File: src/rtl/lsu_pkg.sv
// rtl/lsu_pkg.sv - load/store unit size encodings, FSM state type and lane helpers
package lsu_pkg;

  localparam logic [1:0] SIZE_B = 2'b00;
  localparam logic [1:0] SIZE_H = 2'b01;
  localparam logic [1:0] SIZE_W = 2'b10;
  localparam logic [1:0] SIZE_X = 2'b11;

  localparam logic [3:0] BE_B = 4'b0001;
  localparam logic [3:0] BE_H = 4'b0011;
  localparam logic [3:0] BE_W = 4'b1111;

  typedef enum logic [1:0] {
    IDLE        = 2'b00,
    WAIT_GNT    = 2'b01,
    WAIT_RVALID = 2'b10
  } lsu_state_e;

  function automatic logic is_misaligned(input logic [1:0] size, input logic [1:0] off);
    case (size)
      SIZE_B:  return 1'b0;
      SIZE_H:  return off[0];
      SIZE_W:  return off != 2'b00;
      default: return 1'b1;
    endcase
  endfunction

  function automatic logic [3:0] byte_enables(input logic [1:0] size, input logic [1:0] off);
    case (size)
      SIZE_B:  return BE_B << off;
      SIZE_H:  return BE_H << off;
      default: return BE_W;
    endcase
  endfunction

  // Clears store bits above the access size so unused lanes drive zero.
  function automatic logic [31:0] lane_mask(input logic [1:0] size);
    case (size)
      SIZE_B:  return 32'h0000_00FF;
      SIZE_H:  return 32'h0000_FFFF;
      default: return 32'hFFFF_FFFF;
    endcase
  endfunction

endpackage

File: src/rtl/lsu_rdata_align.sv
// rtl/lsu_rdata_align.sv - load lane extraction with sign or zero extension
module lsu_rdata_align
  import lsu_pkg::*;
(
  input  logic [31:0] rdata,
  input  logic [1:0]  offset,
  input  logic [1:0]  size,
  input  logic        is_unsigned,
  output logic [31:0] data
);

  logic [31:0] shifted;
  logic        sign_b;
  logic        sign_h;

  assign shifted = rdata >> {offset, 3'b000};
  assign sign_b  = ~is_unsigned & shifted[7];
  assign sign_h  = ~is_unsigned & shifted[15];

  always_comb begin
    data = shifted;
    case (size)
      SIZE_B:  data = {{24{sign_b}}, shifted[7:0]};
      SIZE_H:  data = {{16{sign_h}}, shifted[15:0]};
      default: data = shifted;
    endcase
  end

endmodule

File: src/rtl/load_store_unit.sv
// rtl/load_store_unit.sv - single-outstanding load/store unit between core and data memory
module load_store_unit
  import lsu_pkg::*;
#(
  parameter int ADDR_W = 32
) (
  input  logic              clk,
  input  logic              rst,
  input  logic              lsu_req_i,
  input  logic              lsu_we_i,
  input  logic [1:0]        lsu_size_i,
  input  logic              lsu_unsigned_i,
  input  logic [ADDR_W-1:0] lsu_addr_i,
  input  logic [31:0]       lsu_wdata_i,
  output logic              lsu_busy_o,
  output logic              lsu_rvalid_o,
  output logic [31:0]       lsu_rdata_o,
  output logic              lsu_misalign_o,
  output logic              data_req_o,
  input  logic              data_gnt_i,
  input  logic              data_rvalid_i,
  output logic [ADDR_W-1:0] data_addr_o,
  output logic              data_we_o,
  output logic [3:0]        data_be_o,
  output logic [31:0]       data_wdata_o,
  input  logic [31:0]       data_rdata_i
);

  lsu_state_e        state_q, state_d;
  logic [ADDR_W-1:0] addr_q;
  logic              we_q;
  logic [1:0]        size_q;
  logic              unsigned_q;
  logic [31:0]       wdata_q;
  logic              rvalid_q;
  logic              misalign_q;
  logic [31:0]       rdata_q;
  logic [31:0]       load_data;
  logic              accept;
  logic              reject;
  logic              complete;

  always_comb begin
    state_d  = state_q;
    accept   = 1'b0;
    reject   = 1'b0;
    complete = 1'b0;
    case (state_q)
      IDLE: begin
        if (lsu_req_i) begin
          if (is_misaligned(lsu_size_i, lsu_addr_i[1:0])) begin
            reject = 1'b1;
          end else begin
            accept  = 1'b1;
            state_d = WAIT_GNT;
          end
        end
      end
      WAIT_GNT: begin
        if (data_gnt_i) state_d = WAIT_RVALID;
      end
      WAIT_RVALID: begin
        if (data_rvalid_i) begin
          complete = 1'b1;
          state_d  = IDLE;
        end
      end
      default: state_d = IDLE;
    endcase
  end

  always_ff @(posedge clk or posedge rst) begin
    if (rst) state_q <= IDLE;
    else     state_q <= state_d;
  end

  always_ff @(posedge clk or posedge rst) begin
    if (rst) begin
      addr_q     <= '0;
      we_q       <= 1'b0;
      size_q     <= SIZE_B;
      unsigned_q <= 1'b0;
      wdata_q    <= '0;
    end else if (accept) begin
      addr_q     <= lsu_addr_i;
      we_q       <= lsu_we_i;
      size_q     <= lsu_size_i;
      unsigned_q <= lsu_unsigned_i;
      wdata_q    <= lsu_wdata_i & lane_mask(lsu_size_i);
    end
  end

  // Store completions report zero so the core never sees stale load data as fresh.
  always_ff @(posedge clk or posedge rst) begin
    if (rst) begin
      rvalid_q   <= 1'b0;
      misalign_q <= 1'b0;
      rdata_q    <= '0;
    end else begin
      rvalid_q   <= complete;
      misalign_q <= reject;
      if (complete) rdata_q <= we_q ? 32'h0 : load_data;
    end
  end

  lsu_rdata_align u_rdata_align (
    .rdata       (data_rdata_i),
    .offset      (addr_q[1:0]),
    .size        (size_q),
    .is_unsigned (unsigned_q),
    .data        (load_data)
  );

  assign data_req_o     = (state_q == WAIT_GNT);
  assign data_addr_o    = {addr_q[ADDR_W-1:2], 2'b00};
  assign data_we_o      = data_req_o & we_q;
  assign data_be_o      = data_req_o ? byte_enables(size_q, addr_q[1:0]) : 4'b0000;
  assign data_wdata_o   = wdata_q << {addr_q[1:0], 3'b000};
  assign lsu_busy_o     = (state_q != IDLE);
  assign lsu_rvalid_o   = rvalid_q;
  assign lsu_rdata_o    = rdata_q;
  assign lsu_misalign_o = misalign_q;

endmodule

File: config.mk
export PLATFORM = sky130hd
export DESIGN_NAME = load_store_unit
export DESIGN_NICKNAME = d
export VERILOG_FILES = /design/src/rtl/lsu_pkg.sv /design/src/rtl/lsu_rdata_align.sv /design/src/rtl/load_store_unit.sv
export SDC_FILE = /design/constraint.sdc
export NUM_CORES = 1
export LEC_CHECK = 0
export BUFFER_PORTS_ARGS = -buffer_cell sky130_fd_sc_hd__buf_2
export CORE_ASPECT_RATIO = 1.5
export CORE_MARGIN = 5
export CORE_UTILIZATION = 45
export CTS_CLUSTER_SIZE = 16
export DETAILED_ROUTE_END_ITERATION = 16
export GPL_TIMING_DRIVEN = 0
export PLACE_DENSITY = 0.8
export SYNTH_ARGS = -nofsm -noshare
export SYNTH_HDL_FRONTEND = slang
export SYNTH_HIERARCHICAL = 1
export SYNTH_SLANG_ARGS = --single-unit
File: constraint.sdc
create_clock -name clk -period 8.26 [get_ports clk]
set_clock_uncertainty 0.05 [all_clocks]
set_input_delay 1.652 -clock clk [delete_from_list [all_inputs] [get_ports clk]]
set_output_delay 1.652 -clock clk [all_outputs]
set_load 0.02 [all_outputs]
==> results.toml <==
[detailed_routing]
ant_nets = 0
avgRoutedWirePerCell_um = 17.0
avgViaCountPerCell = 5.12
drtIter0Drc = 180
wl_met2_um = 8790
drcViolationCount = 0
wl_met1_um = 5790
wl_um = 16400
vias = 4928
top_layer_used = "met4"
wl_met3_um = 1250
first_pass_iters = 4

[logic_synthesis]
synth_top_area_cell = "dfrtp_1"
syn_avg_cell_area_um2 = 9.90
synth-seq-cells = 104
ys_warn_count = 6
ys_types = 35
ys_seq_area_frac = 0.451
netlist.area_leader.share = 0.451
yosys-top-cells-area = "dfrtp_1, mux2i_1, mux2_2, buf_4, nand2_1"
synth_edf_count = 0
synthesis.instances = 583
synth_async_sr_flop_share = 1.00
netlist_area_mm2 = 0.00577
synthFlopType = "dfrtp_1"

[clock_tree]
cts_root_buf = "clkbuf_16"
cts_tree = "done"
cts_resized = 0
cts_hold_buf = 0
numCtsBuffers = 9
ctsHtreeMaxLevel = 3
postCtsSetupRepairBufs = 0
clk_latency_ns = 0.34
cts.sinks = 104
clock_path_buffers = 2
clk_pin_slew_ns = 0.07

[timing]
layout_min_cycle_time_ns = 3.78
rsz0062_at_grt = "no"
setup_viol = 0
min_period_over_period = 0.457
max-slew-margin-rel = 0.667
hold_viol_final = 0
max_freq_mhz = 265
slew_viol_final = 0
tightest_slew_ns = 0.497
fin_tns_setup_ns = 0

[cells_and_area]
fin_cells = 963
fin_area_mm2 = 0.00734
final_common_cell = "buf_2"
final_cell_mix = "buf_2, dfrtp_1, nand2_1"
syn2layout_area_growth_pct = 27.0
drive_above_1_share = 0.404
antenna_cells = 0
nets = 907

[floorplan]
io_pins = 210
start_util = 0.461
die_x_um = 102
dieArea_mm2 = 0.0152
rows = 50
dieHeight_um = 149
core_mm2 = 0.0125

[critical_path]
crit_fanout = 10
crit_type = "reg2out"
path_delay_family = "buffers and inverters"
cp.arrival_ns = 2.07
crit_path_max_incr_delay_ns = 0.39
worstSetupStartpointType = "flop"
required_ns = 6.56
path_buf_inv = 4
crit_chain = "buf_2 -> buf_2 -> buf_2 -> o21ai_0 -> a21oi_1 -> buf_2"
slowest_stage = "dfrtp_1"
critPathCaptureType = "output port"
crit_start = "addr_q[1]$_DFFE_PP0P_"
crit_path_frequent_cell = "buf_2"
r2r_start = "addr_q[1]$_DFFE_PP0P_"

[grt]
grt_max_degree = 69
track_usage = 0.213
grt_pass1_vias = 5121
grt_pass1_wl_um = 25300
gr-total-overflow = 0
antenna_found_initial = 0

[placement]
place_area_mm2 = 0.00703
place_inst = 947
io_buffers = 206
hpwl_um = 13000
gp_congestion = 0.877

[power]
p_leak_nw = 3.83
ir_worst_vdd_mv = 0.220
p_per_area_mw_per_mm2 = 371

[outcome]
status = "finished, final reports clean"

[min_path]
hp-class = "reg2reg"
hp-start = "lsu_rdata_o[8]$_DFFE_PP0P_"

[run]
cap_violations = 0
worst paths after layout:
check,endpoint,slack (ns),cells after the start
setup reg to reg,lsu_rdata_o[13]$_DFFE_PP0P_,6.44,6
max in group asynchronous,addr_q[10]$_DFFE_PP0P_,6.15,3
hold / removal,lsu_rdata_o[8]$_DFFE_PP0P_,0.43,2
setup / recovery,data_be_o[3],4.48,6
hold reg to reg,lsu_rdata_o[8]$_DFFE_PP0P_,0.43,2
min in group asynchronous,addr_q[22]$_DFFE_PP0P_,1.29,2
state kept, by name (all words and copies together) (netlist names):
register        flops
addr_q             32
lsu_rdata_o        32
size_q              2
lsu_misalign_o      1
we_q                1
state_q             2
unsigned_q          1
wdata_q            32
lsu_rvalid_o        1
cell usage after synthesis, types with 2 or more instances:
| library cell | count |
|---|---|
| mux2_1 | 14 |
| o21ai_0 | 43 |
| buf_2 | 14 |
| nand2b_1 | 35 |
| o2bb2ai_1 | 8 |
| mux2_2 | 31 |
| inv_1 | 29 |
| buf_1 | 2 |
| or2_2 | 10 |
| nor2b_1 | 19 |
| clkbuf_1 | 16 |
| a21oi_1 | 34 |
| and2_1 | 9 |
| mux2i_1 | 56 |
| o22ai_1 | 8 |
| a211oi_1 | 15 |
| buf_6 | 3 |
| nand2_1 | 67 |
| mux2_4 | 2 |
| dfrtp_1 | 104 |
| buf_4 | 36 |
| nor2_1 | 15 |
cell type report:
cell class | count | area [µm²]
Clock buffer | 10 | 229
Multi-Input combinational cell | 380 | 2630
Fill cell | 1160 | 5180
Tap cell | 156 | 195
Buffer | 71 | 442
Inverter | 29 | 111
Sequential cell | 104 | 2600
Timing Repair Buffer | 207 | 1060
Clock inverter | 6 | 72.6
worst register-to-register path: stages (launching register included):
cell and delay, ns:
dfrtp_1 0.41, buf_6 0.15, mux2_4 0.34, a221oi_4 0.45, a21oi_1 0.11, nand2b_1 0.11, o21ai_0 0.08
stage by stage:
stage	total power, W	setup WS [ns]	util	hold WS (ns)
2_1_floorplan	0.00184	3.83	-	0.415
3_3_place_gp	0.00226	2.54	0.560	0.406
3_5_place_dp	0.00229	4.84	0.562	0.415
4_1_cts	0.00274	4.45	0.586	0.431
5_1_grt	0.00290	4.35	0.586	0.451
6_report	0.00272	4.48	0.586	0.425
power breakdown:
| group | internal, W | leakage, nW | switching (W) |
|---|---|---|---|
| clock | 0.000239 | 0.144 | 0.000199 |
| combinational | 0.000591 | 2.39 | 0.000842 |
| sequential | 0.000706 | 1.29 | 0.000142 |
| total | 0.00154 | 3.83 | 0.00118 |
kinds of logic (layout without fill, tap and decap cells):
logic type	count (synthesis)	in the layout	synth area share
XOR/XNOR	1	1	0.00152
AO/OA/AOI/OAI	113	113	0.121
AND/OR/NAND/NOR	161	161	0.141
flip-flops	104	104	0.451
other	1	2	0.000649
buffers and inverters	100	323	0.0953
multiplexers	103	103	0.190
per-layer routing:
metal	vias to the layer above	GRT usage
li1	2364	-
met1	2298	0.237
met2	230	0.388
met3	36	0.0402
met4	0	0.0847
met5	-	0
(Power assumes the default switching activity.)
